### config.mk
export PLATFORM = sky130hd
export DESIGN_NAME = regfile_wb_arbiter
export DESIGN_NICKNAME = d
export VERILOG_FILES = /design/src/rtl/lc3_wb_pkg.sv /design/src/rtl/wb_rr_arb2.sv /design/src/rtl/regfile_wb_arbiter.sv
export SDC_FILE = /design/constraint.sdc
export NUM_CORES = 1
export LEC_CHECK = 0
export BUFFER_PORTS_ARGS = -buffer_cell sky130_fd_sc_hd__clkbuf_2
export CAP_MARGIN = 20
export CELL_PAD_IN_SITES_DETAIL_PLACEMENT = 0
export CELL_PAD_IN_SITES_GLOBAL_PLACEMENT = 1
export CORE_ASPECT_RATIO = 0.6
export CORE_MARGIN = 3
export CORE_UTILIZATION = 39
export DETAILED_ROUTE_END_ITERATION = 6
export PLACE_DENSITY_LB_ADDON = 0.1
export RECOVER_POWER = 25
export SYNTH_ARGS = -nofsm -noshare
export SYNTH_HDL_FRONTEND = slang
export SYNTH_HIERARCHICAL = 1
export SYNTH_SLANG_ARGS = --single-unit
### constraint.sdc
create_clock -name clk -period 3.4 [get_ports clk]
set_clock_uncertainty 0.15 [all_clocks]
set_input_delay 0.34 -clock clk [delete_from_list [all_inputs] [get_ports clk]]
set_output_delay 0.34 -clock clk [all_outputs]
set_load 0.005 [all_outputs]
### src/rtl/lc3_wb_pkg.sv
// Shared types and defaults for the LC-3 register-file write-back arbiter.
package lc3_wb_pkg;

    localparam int DATA_W_DEF = 16;
    localparam int NREG_DEF   = 8;

    typedef logic [2:0] reg_idx_t;

    typedef enum logic {
        WB_ALU = 1'b0,
        WB_MEM = 1'b1
    } wb_src_t;

endpackage

### src/rtl/wb_rr_arb2.sv
// Two-way round-robin arbiter between the ALU and MEM write-back requests.
module wb_rr_arb2
    import lc3_wb_pkg::*;
(
    input  logic clk,
    input  logic rst_n,
    input  logic req_alu,
    input  logic req_mem,
    output logic gnt_alu,
    output logic gnt_mem
);

    wb_src_t prio;

    always_comb begin
        gnt_alu = req_alu && (!req_mem || (prio == WB_ALU));
        gnt_mem = req_mem && (!req_alu || (prio == WB_MEM));
    end

    // Priority moves only when both sides compete; a lone requester never disturbs it.
    always_ff @(posedge clk or negedge rst_n) begin
        if (!rst_n) begin
            prio <= WB_ALU;
        end else if (req_alu && req_mem) begin
            prio <= (prio == WB_ALU) ? WB_MEM : WB_ALU;
        end
    end

endmodule

### src/rtl/regfile_wb_arbiter.sv
// Merges ALU and MEM write-backs into one register-file write port and tracks
// per-register pending reservations with saturating 2-bit counters.
module regfile_wb_arbiter
    import lc3_wb_pkg::*;
#(
    parameter int DATA_W = DATA_W_DEF,
    parameter int NREG   = NREG_DEF
) (
    input  logic              clk,
    input  logic              rst_n,
    input  logic              alu_valid,
    input  reg_idx_t          alu_dr,
    input  logic [DATA_W-1:0] alu_data,
    output logic              alu_ready,
    input  logic              mem_valid,
    input  reg_idx_t          mem_dr,
    input  logic [DATA_W-1:0] mem_data,
    output logic              mem_ready,
    input  logic              rsv_valid,
    input  reg_idx_t          rsv_dr,
    output logic [NREG-1:0]   reg_ld,
    output logic [DATA_W-1:0] reg_wdata,
    output logic [NREG-1:0]   busy,
    output logic              rsv_err
);

    logic              gnt_alu;
    logic              gnt_mem;
    logic              xfer;
    reg_idx_t          xfer_dr;
    logic [DATA_W-1:0] xfer_data;
    logic [NREG-1:0]   inc_vec;
    logic [NREG-1:0]   dec_vec;
    logic              sat_hit;
    logic [1:0]        cnt [NREG];

    wb_rr_arb2 u_arb (
        .clk     (clk),
        .rst_n   (rst_n),
        .req_alu (alu_valid),
        .req_mem (mem_valid),
        .gnt_alu (gnt_alu),
        .gnt_mem (gnt_mem)
    );

    // Ready is held low while reset is asserted so nothing is accepted into a clearing pipeline.
    always_comb begin
        alu_ready = gnt_alu && rst_n;
        mem_ready = gnt_mem && rst_n;
        xfer      = alu_ready || mem_ready;
        xfer_dr   = alu_ready ? alu_dr : mem_dr;
        xfer_data = alu_ready ? alu_data : mem_data;
    end

    always_comb begin
        inc_vec = '0;
        dec_vec = '0;
        sat_hit = 1'b0;
        if (rsv_valid) inc_vec[rsv_dr] = 1'b1;
        if (xfer)      dec_vec[xfer_dr] = 1'b1;
        for (int i = 0; i < NREG; i++) begin
            if (inc_vec[i] && !dec_vec[i] && (cnt[i] == 2'd3)) sat_hit = 1'b1;
        end
    end

    always_comb begin
        busy = '0;
        for (int i = 0; i < NREG; i++) busy[i] = (cnt[i] != 2'd0);
    end

    // A simultaneous reserve and retire on one register cancel out, even at the limits.
    always_ff @(posedge clk or negedge rst_n) begin
        if (!rst_n) begin
            for (int i = 0; i < NREG; i++) cnt[i] <= 2'd0;
            rsv_err <= 1'b0;
        end else begin
            for (int i = 0; i < NREG; i++) begin
                if (inc_vec[i] && !dec_vec[i] && (cnt[i] != 2'd3)) begin
                    cnt[i] <= cnt[i] + 2'd1;
                end else if (dec_vec[i] && !inc_vec[i] && (cnt[i] != 2'd0)) begin
                    cnt[i] <= cnt[i] - 2'd1;
                end
            end
            if (sat_hit) rsv_err <= 1'b1;
        end
    end

    // dec_vec is already the one-hot of the accepted destination, or zero when idle.
    always_ff @(posedge clk or negedge rst_n) begin
        if (!rst_n) begin
            reg_ld    <= '0;
            reg_wdata <= '0;
        end else begin
            reg_ld <= dec_vec;
            if (xfer) reg_wdata <= xfer_data;
        end
    end

endmodule

# --- Word-level counts from Yosys, hierarchy flattened ---
# Cells that the tools add are included.
word_totals:
  reg_bits: 42
  latchBits: 0
  mem_bits_rw: 0
  mem_bits_ro: 0
  inputBits: 46
  out_inout_bits: 35
  word_cells: 166
  memories: 0
op_classes:
  addsub: 16
  multipliers: 0
  div: 0
  order_cmp: 4
  n_eq_ne: 16
  n_shift: 0
  n_mux: 33
  bitwise_logic: 1
  reduce_logical: 84
ops:
  columns: ["operator", "n"]
  rows:
  - ["logical AND 1 bit", 47]
  - ["2-to-1 mux 2 bit", 16]
  - ["nonzero test 2 bit", 16]
  - ["zero test 1 bit", 18]
  - ["adder 2 x 1 -> 2 bit, second input constant", 8]
  - ["equality test 2 bit, second input constant", 8]
  - ["2-to-1 mux 16 bit", 1]
  - ["2-to-1 mux 8 bit", 2]
  - ["inequality test 2 bit, second input constant", 8]
  - ["subtractor 2 x 1 -> 2 bit, second input constant", 8]
  - ["2-to-1 mux 1 bit", 11]
  - ["< comparator 3 x 4 -> 1 bit, second input constant", 2]
  - ["demux 1 bit (select 3 bit)", 2]
  - ["greater-or-equal comparator 3 x 1 -> 1 bit, second input constant", 2]
  - ["logical OR 1 bit", 3]
  - ["2-to-1 mux 3 bit", 1]
  - ["NOT 1 bit", 1]

# --- Depth between registers and ports, before layout ---
# Gate-level depths: netlist (run 1).
logic_depth:
  depth_word: 21
  depth_mapped: 9

# --- By module ---
# The synthesis (run 1) kept the hierarchy.
by_module_without_submodules:
  columns: ["mod", "n_inst", "cells_per_inst", "area_per_inst_um2", "seq_area_each_um2"]
  rows:
  - ["regfile_wb_arbiter", 1, 239, 2237.1, 1026.0]
  - ["wb_rr_arb2", 1, 6, 56.3, 25.0]

# --- Worst setup path after synthesis (run 1) ---
# No wires, ideal clock.
synth_timing:
  path_kind: "flip-flop to flip-flop"
  start: "reg u_arb.prio"
  end: "reg cnt[4] (netlist name)"
  arrival_time_ns: 1.694
  t_required_ns: 3.130
  slack_ns: 1.436
  path_stages_with_launch: 8
  n_path_buf: 1
  synth_period_minus_slack_ns: 1.964
  path_cell_list: "dfrtp_1 -> a21boi_0 -> buf_2 -> nand4b_1 -> and2_1 -> o21bai_1 -> or2_2 -> a31o_2"
synth_between:
  elab_chain_cells: 14
  word_cells_on_any_way: 22
synth_lines:
  columns: ["item", "line", "text"]
  rows:
  - ["start: declaration", "wb_rr_arb2.sv:13", "wb_src_t prio;"]
  - ["start signal: assignment", "wb_rr_arb2.sv:25", "prio <= (prio == WB_ALU) ? WB_MEM : WB_ALU;"]
  - ["NOT 1 bit *", "wb_rr_arb2.sv:16", "gnt_alu = req_alu && (!req_mem || (prio == WB_ALU));"]
  - ["logical OR 1 bit *", "wb_rr_arb2.sv:16", null]
  - ["logical AND 1 bit *", "wb_rr_arb2.sv:16", null]
  - ["net gnt_alu", "regfile_wb_arbiter.sv:27", "logic gnt_alu;"]
  - ["logical AND 1 bit *", "regfile_wb_arbiter.sv:48", "alu_ready = gnt_alu && rst_n;"]
  - ["2-to-1 mux 3 bit", "regfile_wb_arbiter.sv:51", "xfer_dr = alu_ready ? alu_dr : mem_dr;"]
  - ["< comparator 3 x 4 -> 1 bit (implied by the code) or greater-or-equal comparator 3 x 1 -> 1 bit (tied branches)", "regfile_wb_arbiter.sv:60", "if (xfer) dec_vec[xfer_dr] = 1'b1;"]
  - ["logical AND 1 bit (implied by the code)", "regfile_wb_arbiter.sv:60", null]
  - ["2-to-1 mux 1 bit (implied by the code)", "regfile_wb_arbiter.sv:60", null]
  - ["demux 1 bit (select 3 bit)", "regfile_wb_arbiter.sv:60", null]
  - ["2-to-1 mux 8 bit *", "regfile_wb_arbiter.sv:60", null]
  - ["zero test 1 bit", "regfile_wb_arbiter.sv:78", "if (inc_vec[i] && !dec_vec[i] && (cnt[i] != 2'd3)) begin"]
  - ["logical AND 1 bit (2 in a row)", "regfile_wb_arbiter.sv:78", null]
  - ["2-to-1 mux 2 bit or nonzero test 2 bit (tied branches)", null, null]
  - ["end signal: indexed assignment", "regfile_wb_arbiter.sv:79", "cnt[i] <= cnt[i] + 2'd1;"]
  - ["end signal: indexed assignment", "regfile_wb_arbiter.sv:81", "cnt[i] <= cnt[i] - 2'd1;"]
  - ["end: declaration", "regfile_wb_arbiter.sv:35", "logic [1:0] cnt [NREG];"]
# The timed path passes the listed nets; every way through them passes the cells marked *.
# A chain may end at the register's enable or synchronous reset.

# --- Final worst setup path (run 1) ---
layout_timing:
  start: "in rst_n"
  end: "reg cnt[4] (netlist name)"
layout_between:
  elab_chain_cells: 11
  word_cells_on_any_way: 17
layout_lines:
  columns: ["item", "line", "text"]
  rows:
  - ["start: declaration", "regfile_wb_arbiter.sv:10", "input logic rst_n,"]
  - ["logical AND 1 bit", "regfile_wb_arbiter.sv:48", null]
  - ["2-to-1 mux 3 bit", "regfile_wb_arbiter.sv:51", null]
  - ["< comparator 3 x 4 -> 1 bit (implied by the code) or greater-or-equal comparator 3 x 1 -> 1 bit (tied branches)", "regfile_wb_arbiter.sv:60", null]
  - ["logical AND 1 bit (implied by the code)", "regfile_wb_arbiter.sv:60", null]
  - ["2-to-1 mux 1 bit (implied by the code)", "regfile_wb_arbiter.sv:60", null]
  - ["demux 1 bit (select 3 bit)", "regfile_wb_arbiter.sv:60", null]
  - ["2-to-1 mux 8 bit *", "regfile_wb_arbiter.sv:60", null]
  - ["zero test 1 bit", "regfile_wb_arbiter.sv:78", null]
  - ["logical AND 1 bit (2 in a row)", "regfile_wb_arbiter.sv:78", null]
  - ["2-to-1 mux 2 bit or nonzero test 2 bit (tied branches)", null, null]
# Every way passes the cells marked *; elsewhere a longest branch is shown, timed or not.

==> results of run 1 <==
[metrics by stage]
stage / power, W / util
after floorplan: 0.000973 / -
after global placement: 0.00117 / 0.516
after detailed placement: 0.00117 / 0.516
after CTS: 0.00151 / 0.536
after global routing: 0.00161 / 0.532
final: 0.00149 / 0.532
[what timing repair did]
item / CTS / global route
endpoints found under the hold margin: 2 / 0
hold buffers: 1 / 0
setup endpoints to repair: 0 / 0
setup buffers: 0 / 0
gates resized for setup: 0 / 0
[layer usage]
layer  part of all wire  track usage  wire length (um)
met1               0.55        0.267              3080
met2               0.39        0.238              2170
met4             0.0075       0.0376                42
met5                  0            0                 0
met3              0.051       0.0461               287
[power by group]
group	internal (W)	switching [W]	total, W
clock network	0.000148	0.000192	0.000341
registers	0.000620	0.0000944	0.000715
logic	0.000216	0.000219	0.000435
[cell families after synthesis]
| kind of cell | after synthesis | synth area share |
|---|---|---|
| multiplexers | 20 | 0.0906 |
| AO/OA/AOI/OAI | 63 | 0.185 |
| AND/OR/NAND/NOR | 98 | 0.218 |
| buffers and inverters | 20 | 0.0404 |
| XOR/XNOR | 2 | 0.00764 |
| flip-flops | 42 | 0.458 |
[critical path: cells and delay by family]
| family | cells | cell delay (ns) |
|---|---|---|
| buffers and inverters | 2 | 1.02 |
| AOI/OAI and AO/OA | 3 | 0.55 |
| and+or+nand+nor | 2 | 0.76 |
[registers in the layout, indices dropped and copies added, names as in the netlist]
register,count
reg_wdata,16
reg_ld,8
cnt,16
rsv_err,1
u_arb/prio,1
[final timing paths]
check,startpoint,to,slack (ns),depth (start not counted)
worst min-delay path,alu_data[2],reg_wdata[2]$_DFFE_PN0N_,0.08,3
worst max register to register,u_arb/prio$_DFFE_PN0P_,cnt[4]$_DFFE_PN0P_,1.15,7
max in group asynchronous,rst_n,cnt[10]$_DFFE_PN0P_,1.73,3
worst min register to register,u_arb/prio$_DFFE_PN0P_,u_arb/prio$_DFFE_PN0P_,0.35,1
min in group asynchronous,rst_n,cnt[12]$_DFFE_PN0P_,0.45,2
worst max-delay path,rst_n,cnt[4]$_DFFE_PN0P_,0.77,7
[placed cells by master (no fill, tap or decap), types with 2 or more instances in the layout]
master | netlist | routed
a21boi_0 | 2 | 2
a21oi_1 | 13 | 13
a22oi_2 | 2 | 2
and2_1 | 3 | 3
and3_1 | 4 | 4
buf_4 | 0 | 3
clkbuf_1 | 4 | 16
clkbuf_2 | 0 | 64
clkbuf_8 | 0 | 5
dfrtp_1 | 42 | 42
inv_1 | 12 | 12
mux2_2 | 2 | 2
mux2i_1 | 17 | 17
nand2_1 | 37 | 37
nand2b_1 | 2 | 2
nand3_1 | 8 | 8
nand3b_1 | 2 | 2
nand4_1 | 3 | 3
nand4b_1 | 4 | 4
nand4bb_1 | 2 | 2
nor2_1 | 14 | 14
nor2b_1 | 3 | 3
nor3_1 | 4 | 4
o21a_1 | 2 | 2
o21ai_0 | 21 | 21
o21ai_2 | 3 | 3
o21bai_1 | 2 | 2
or2_2 | 7 | 7
or3_1 | 2 | 2
xnor2_1 | 2 | 2
[layout make-up]
cell class	instances	area, sq um
Fill cell	508	2510
Multi-Input combinational cell	183	1150
Sequential cell	42	1050
Timing Repair Buffer	84	413
Tap cell	77	96.3
Clock buffer	5	68.8
Inverter	12	45.0
Clock inverter	3	25.0
==> results by group, run 1 <==
Run status
  – Status: completed

GRT
  – First-pass GRT wire length: 9410 um
  – Largest net degree at the start of global routing: 41
  – Antenna violations before repair: 0
  – GRT Util Overall: 0.173
  – Vias in the first global route: 1902
  – Global route total overflow: 0

STA
  – Final-report setup violation count: 0
  – Slew @ Worst Pin: 0.553 ns
  – RSZ-0062 raised after global routing: false
  – Pins Over Slew Limit: 0
  – Setup TNS: 0 ns
  – Final hold violations: 0
  – Slew HR: 0.632
  – Hold_ws: 0.0826 ns
  – Max frequency: 380 MHz
  – Min Tclk post-route: 2.63 ns
  – Setup WS post-layout: 0.771 ns
  – Final period util: 0.773

Yosys
  – Ys flop type: dfrtp_1
  – Cells after synthesis: 245
  – Count leader, synth: dfrtp_1
  – Synth area leaders: dfrtp_1 (46%), mux2i_1 (7.4%), nand2_1 (6.1%), o21ai_0 (4.6%), a21oi_1 (2.8%)
  – Syn_nets: 291
  – Mean Syn Cell Area: 9.36 sq um
  – Sequential-to-total area share from yosys stat: 0.458
  – Mapped cell area: 0.00229 sq mm
  – Ys async rst share: 1.00
  – Commonest cells in the netlist: dfrtp_1 (42), nand2_1 (37), o21ai_0 (21)
  – FF+latch count, synth: 42
  – EDFF count, synth: 0
  – Yosys cell types: 51
  – Synth top area share: 0.458
  – Area leader, netlist: dfrtp_1
  – Synth warnings: 6

Die
  – Total Die Area: 0.00687 sq mm
  – Num ports: 81
  – Core region area: 0.00536 sq mm
  – Num rows: 20
  – Initial Util: 0.428
  – Die width: 105 um
  – Die height: 65.4 um

Drt
  – Vias: 2006
  – Vias per cell: 4.94
  – DRT antenna net count: 0
  – Number of DRC markers in iteration 0: 101
  – Final wirelength: 5580 um
  – DRC: 0
  – DRT Pass-1 Iters: 4
  – Wire per inst: 13.7 um

Flow run
  – Max_cap viols: 0

CTS
  – Worst skew pair latency: 0.30 ns
  – Root buffer cell: clkbuf_8
  – Clock Sinks: 42
  – CTS clk-pin slew, worst paths: 0.09 ns
  – CTS H-tree lvls: 2
  – CTS tree: built
  – Max clock buf depth: 2
  – Num CTS Buffers: 5

Pwr
  – Peak VDD IR: 0.205 mV
  – PwrDens: 523 mW/mm^2
  – Static Leak: 1.41 nW

Worst setup path
  – Crit path max-delay cell type: dlygate4sd3_1
  – Max incr delay on CP: 0.57 ns
  – Crit path kind: in -> reg
  – CP Max Fanout: 38
  – WP data arrival: 2.68 ns
  – Worst EP required: 3.45 ns
  – Critical Path End Type: flop
  – Type of origin of the critical path: input pin
  – Critical path cell sequence: dlygate4sd3_1, clkbuf_1, and2_4, o31a_4, o21bai_1, or2_2, a31o_2

Placement
  – Final Wtd Congestion: 0.816
  – Dpl cell area: 0.00277 sq mm
  – Port Buffers: 80
  – Post-DP HPWL: 4280 um
  – Worst slack at placement: 1.10 ns
  – Cells after DPL: 397

Layout
  – Fin nets: 374
  – Share of layout cells above drive strength 1: 0.286
  – Ant diodes: 0
  – Area grow syn2layout: 24.2%
  – Final Cell Area: 0.00285 sq mm
  – Finished Layout Cells: 406

Worst hold path
  – Worst Hold Class: in -> reg
Note: power is estimated with default switching activity, not from simulation.
==> inputs of run 2 (changes only) <==
- CORE_UTILIZATION: 39 -> 33
- clock period: 3.4 -> 2.1 ns (I/O delays scaled with it)
==> run 2 against run 1 <==
- largest cell class unchanged
- global-route usage fell by 1.7 points
- hold slack got worse by 0.072 ns
- register-to-register slack got worse by 1.1 ns
- final cell count rose by 9.4%
- non-clock buffer count rose by 31
- highest routed layer unchanged
- clock-buffer cell count rose by 3
==> results by group, run 2 (synthesis gave the netlist of run 1 again) <==
Run status
  – Status: completed

Worst hold path
  – Hold_sp: alu_data[4]
  – Worst Hold Class: in -> reg
  – Hold Crit Depth: 3
  – Hold EP: reg_wdata[4]$_DFFE_PN0N_

Drt
  – DRT Pass-1 Iters: 4
  – Wire per inst: 13.9 um
  – Final wirelength: 6150 um
  – Vias: 2133
  – DRC: 0
  – Number of DRC markers in iteration 0: 107
  – Vias per cell: 4.80
  – DRT antenna net count: 0

STA
  – Pins Over Slew Limit: 0
  – Final-report setup violation count: 0
  – Slew HR: 0.722
  – Max frequency: 489 MHz
  – Slew @ Worst Pin: 0.418 ns
  – Final hold violations: 0
  – Setup TNS: 0 ns
  – Final period util: 0.974
  – Min Tclk post-route: 2.05 ns

GRT
  – Antenna violations before repair: 0
  – GRT Util Overall: 0.156
  – Largest net degree at the start of global routing: 34
  – First-pass GRT wire length: 9990 um
  – Vias in the first global route: 1972
  – Global route total overflow: 0

Layout
  – # fillers: 621
  – Area grow syn2layout: 43.3%
  – Ant diodes: 0
  – Fin util: 0.512
  – Multi-input gate area: 0.00120 sq mm
  – Most frequent cells in the layout: clkbuf_2 (79), dfrtp_1 (42), nand2_1 (37)
  – Biggest regs: cnt (16), reg_wdata (16), reg_ld (8)
  – Commonest non-fill, non-tap cell in the layout: clkbuf_2
  – Fin nets: 405
  – Share of layout cells above drive strength 1: 0.364
  – FF/Latch Area: 0.00105 sq mm

Worst setup path
  – Max incr delay on CP: 0.38 ns
  – Cells on worst reg2reg path: 7
  – CP Max Fanout: 6
  – Critical Path End Type: flop
  – Critical path cell sequence: a21boi_2, buf_2, and2_4, o31a_4, o21ai_4, a21bo_1, mux2_4
  – Bufs and invs on worst path: 1
  – Crit Reg-Reg Endpoint: cnt[6]$_DFFE_PN0P_
  – Type of origin of the critical path: flop
  – R2r setup slk: 0.05 ns
  – Crit path kind: reg -> reg
  – Reg2reg start: u_arb/prio$_DFFE_PN0P_
  – Top delay family on crit path: compound AO/OA/AOI/OAI gates
  – WP data arrival: 2.06 ns
  – Crit path max-delay cell type: dfrtp_1
  – Worst EP required: 2.11 ns

Die
  – Die width: 114 um
  – Num ports: 81
  – Num rows: 22
  – Initial Util: 0.358
  – Die height: 70.6 um
  – Core region area: 0.00641 sq mm
  – Total Die Area: 0.00802 sq mm

CTS
  – CTS H-tree lvls: 2
  – CTS clk-pin slew, worst paths: 0.06 ns
  – Max clock buf depth: 2
  – Clock Sinks: 42
  – Root buffer cell: clkbuf_16
  – Worst skew pair latency: 0.28 ns
  – CTS tree: built
  – Num CTS Buffers: 5

Pwr
  – Combinational power share: 0.289
  – Sequential fraction of design power: 0.412
  – Static Leak: 1.65 nW
  – Switching power: 0.000837 W
  – Internal power: 0.00197 W
  – PwrDens: 856 mW/mm^2
  – Clock Power Share: 0.299
  – Peak VDD IR: 0.453 mV
  – Net Sw Frac: 0.298
  – Power, Total: 0.00281 W

Placement
  – Post-DP HPWL: 4660 um
  – Port Buffers: 80
  – Final Wtd Congestion: 0.772

Flow run
  – Max_cap viols: 0
[run 2: cell count changes in the layout (fill, tap and decap cells not counted), sizes merged]
cell | previous run | this run
buf | 3 | 17
clkinvlp | 1 | 0
clkbuf | 85 | 89
dlygate4sd3 | 1 | 17
inv | 13 | 12
clkinv | 1 | 0
[run 2: layout make-up]
type                            instances  area share
Clock buffer                            8      0.0506
Timing Repair Buffer                  115       0.219
Sequential cell                        42       0.320
Inverter                               12      0.0137
Multi-Input combinational cell        183       0.365
Tap cell                               84      0.0320
[run 2: layer usage]
layer / GRT usage / routed length (um) / vias up
met1: 0.249 / 3260 / 975
met2: 0.209 / 2530 / 55
met5: 0 / 0 / -
met3: 0.0359 / 304 / 5
li1: - / - / 1098
met4: 0.0400 / 50 / 0
[run 2: timing repair]
action | CTS | global route
setup endpoints to repair | 0 | 11
hold endpoints to repair | 25 | 2
hold buffers | 16 | 1
gates resized for setup | 0 | 19
setup buffers | 0 | 2
[run 2: worst reg2reg max path, delay by kind of cell (launching register included)]
kind / cells / cell delay [ns]
flops: 1 / 0.38
buf+inv: 1 / 0.15
mux: 1 / 0.26
compound gates: 4 / 0.82
simple gates: 1 / 0.17
[run 2: worst max-delay path by stage]
stage,from,endpoint,cells after the start
final,u_arb/prio$_DFFE_PN0P_,cnt[6]$_DFFE_PN0P_,7
after global routing,u_arb/prio$_DFFE_PN0P_,rsv_err$_DFFE_PN0P_,8
after CTS,u_arb/prio$_DFFE_PN0P_,cnt[4]$_DFFE_PN0P_,7
after detailed placement,u_arb/prio$_DFFE_PN0P_,cnt[4]$_DFFE_PN0P_,7
after global placement,u_arb/prio$_DFFE_PN0P_,cnt[4]$_DFFE_PN0P_,7
after floorplan,u_arb/prio$_DFFE_PN0P_,cnt[4]$_DFFE_PN0P_,7
[run 2: stage by stage]
stage | hold WS, ns | std cells | area [sq um] | worst slack, ns
floorplan | -0.236 | 245 | 2290 | 0.136
global placement | 0.153 | 416 | 2860 | 0.0499
detailed placement | 0.153 | 416 | 2860 | 0.0206
CTS | 0.00399 | 440 | 3190 | 0.00206
global route | 0.0293 | 444 | 3290 | -0.0139
finish | 0.0109 | 444 | 3290 | 0.0549
[run 2: power by group through the flow]
stage          registers, W  logic (W)  clock network [W]
6_report            0.00116   0.000813           0.000839
4_1_cts             0.00116   0.000774           0.000866
3_3_place_gp        0.00117   0.000741                  0
3_5_place_dp        0.00117   0.000750                  0
5_1_grt             0.00119   0.000918           0.000906
2_1_floorplan       0.00116   0.000421                  0
==> inputs of run 3 (changes only) <==
- ABC_AREA: default -> 1
- CORE_UTILIZATION: 33 -> 32
- SETUP_SLACK_MARGIN: default -> 0.5
==> run 3 against run 2 <==
- die area up 10%
- clock-buffer cell count down 3
- wire length increased by 14%
==> results by group, run 3 <==
Yosys
  – Ys async rst share: 1.00
  – FF+latch count, synth: 42
  – Sequential-to-total area share from yosys stat: 0.426
  – Mean Syn Cell Area: 7.71 sq um
  – Synth warnings: 6
  – Count leader, synth: nand2_1
  – Synth area leaders: dfrtp_1 (43%), nand2_1 (12%), o21ai_0 (6.9%), inv_1 (5.8%), nand3_1 (5.5%)
  – Ys flop type: dfrtp_1
  – Synth top area share: 0.426
  – EDFF count, synth: 0
  – Cells after synthesis: 320
  – Area leader, netlist: dfrtp_1
  – Commonest cells in the netlist: nand2_1 (79), dfrtp_1 (42), inv_1 (38)
  – Yosys cell types: 25
  – Syn_nets: 366
  – Mapped cell area: 0.00247 sq mm

CTS
  – CTS clk-pin slew, worst paths: 0.06 ns
  – CTS tree: built
  – Max clock buf depth: 2
  – Worst skew pair latency: 0.28 ns
  – Num CTS Buffers: 5
  – Clock Sinks: 42
  – Root buffer cell: clkbuf_16
  – CTS H-tree lvls: 2

Worst setup path
  – Cells on worst reg2reg path: 10
  – Critical Path End Type: output port
  – Top delay family on crit path: buffers and inverters
  – Crit Reg-Reg Endpoint: rsv_err$_DFFE_PN0P_
  – Critical path cell sequence: a21boi_4, nand2_4, buf_4, buf_12, clkinv_16, buf_6
  – Worst EP required: 1.74 ns
  – Max incr delay on CP: 0.43 ns
  – Type of origin of the critical path: flop
  – CP Max Fanout: 17
  – Bufs and invs on worst path: 4
  – Crit path max-delay cell type: dfrtp_1
  – R2r setup slk: 0.20 ns
  – Reg2reg start: u_arb/prio$_DFFE_PN0P_
  – WP data arrival: 1.56 ns
  – Crit path kind: reg -> out

Worst hold path
  – Hold_sp: mem_data[7]
  – Worst Hold Class: in -> reg
  – Hold EP: reg_wdata[7]$_DFFE_PN0N_
  – Hold Crit Depth: 3

Placement
  – Port Buffers: 80
  – Final Wtd Congestion: 0.776
  – Dpl cell area: 0.00301 sq mm
  – Post-DP HPWL: 4980 um

Drt
  – Final wirelength: 7010 um
  – DRC: 0
  – Number of DRC markers in iteration 0: 139
  – Vias: 2312
  – DRT antenna net count: 0
  – Vias per cell: 4.34
  – Wire per inst: 13.1 um
  – DRT Pass-1 Iters: 4

STA
  – Final hold violations: 0
  – Pins Over Slew Limit: 0
  – RSZ-0062 raised after global routing: true
  – Min Tclk post-route: 1.92 ns
  – Setup TNS: 0 ns
  – Slew HR: 0.465
  – Final period util: 0.913
  – Slew @ Worst Pin: 0.802 ns
  – Final-report setup violation count: 0
  – Max frequency: 521 MHz

Pwr
  – Static Leak: 1.88 nW
  – Power, Total: 0.00323 W
  – Peak VDD IR: 0.400 mV
  – PwrDens: 884 mW/mm^2

Layout
  – Most frequent cells in the layout: clkbuf_2 (71), nand2_1 (69), dfrtp_1 (42)
  – Fin util: 0.494
  – Area grow syn2layout: 47.8%
  – Biggest regs: cnt (16), reg_wdata (16), reg_ld (8)
  – Fin nets: 474
  – Ant diodes: 0
  – # fillers: 740
  – Share of layout cells above drive strength 1: 0.408
  – Final Cell Area: 0.00365 sq mm
  – Commonest non-fill, non-tap cell in the layout: clkbuf_2

Die
  – Total Die Area: 0.00884 sq mm
  – Core region area: 0.00739 sq mm
  – Die height: 74.0 um
  – Die width: 119 um
  – Num ports: 81
  – Initial Util: 0.334
  – Num rows: 24

GRT
  – Largest net degree at the start of global routing: 33
  – GRT Util Overall: 0.162
  – First-pass GRT wire length: 11400 um
  – Antenna violations before repair: 0
  – Vias in the first global route: 2210
  – Global route total overflow: 0

Run status
  – Status: completed

Flow run
  – Max_cap viols: 0
## run 3: cell types whose count changed in the layout (fill, tap and decap cells not counted), sizes merged, moves of 6 or more
cell         change
dlygate4sd3     -15
a21oi            -6
o21ai            +9
xor2             +7
nand2           +60
nand3           +21
nor2            +35
buf              +8
or2              -7
inv             +28
mux2i           -17
## run 3: final cells by class
class | count | area, sq um | area share
clock buffer | 5 | 125 | 0.0343
clock inverter | 3 | 40.0 | 0.0110
inverter | 41 | 188 | 0.0514
multi-input combinational | 232 | 1460 | 0.399
sequential | 42 | 1050 | 0.288
tap | 104 | 130 | 0.0357
timing repair buffer | 106 | 659 | 0.181
## run 3: how the worst max path moves through the flow
stage                                 startpoint                        to  slack [ns]  depth (start not counted)
after CTS                 u_arb/prio$_DFFE_PN0P_       rsv_err$_DFFE_PN0P_        0.22                         10
after floorplan           u_arb/prio$_DFFE_PN0P_       rsv_err$_DFFE_PN0P_        0.42                         10
after global placement                 alu_valid                 alu_ready        0.18                          6
after detailed placement  u_arb/prio$_DFFE_PN0P_  reg_wdata[0]$_DFFE_PN0N_        0.16                          6
after global routing      u_arb/prio$_DFFE_PN0P_       rsv_err$_DFFE_PN0P_        0.10                         11
final                     u_arb/prio$_DFFE_PN0P_                 alu_ready        0.18                          6
## run 3: logic make-up after synthesis
logic type | after synthesis | synth area share
flip-flops | 42 | 0.426
XOR/XNOR | 7 | 0.0248
AO/OA/AOI/OAI | 49 | 0.114
AND/OR/NAND/NOR | 175 | 0.355
buffers and inverters | 47 | 0.0806
## run 3: timing repair
item / 4_1_cts / 5_1_grt
setup buffers: 8 / 10
gates cloned: 2 / 0
hold endpoints to repair: 42 / 0
endpoints found under the setup margin: 34 / 41
pin swaps: 25 / 26
resized for setup: 59 / 47
hold buffers: 2 / 0
## run 3: stage by stage
stage          cells  hold slack, ns  setup WS [ns]
2_1_floorplan    320          -0.236          0.422
3_3_place_gp     503           0.129          0.184
3_5_place_dp     503           0.132          0.161
4_1_cts          523          0.0358          0.221
5_1_grt          533          0.0451          0.101
6_report         533          0.0379          0.182
## run 3: power breakdown
part | switching (W) | internal (W)
Clock | 0.000313 | 0.000556
Sequential | 0.000175 | 0.00104
Combinational | 0.000643 | 0.000502
Total | 0.00113 | 0.00209
## run 3: worst reg2reg max path, delay by kind of cell, from the launching register on
family,cells,cell delay [ns]
and+or+nand+nor,8,0.91
DFF,1,0.43
AOI/OAI and AO/OA,1,0.21
buffers and inverters,1,0.07
## run 3: layer usage
metal,track usage,part of all wire,vias up
met3,0.0395,0.050,9
li1,-,-,1217
met2,0.208,0.38,52
met4,0.0381,0.0078,0
met5,0,0,-
met1,0.263,0.56,1034
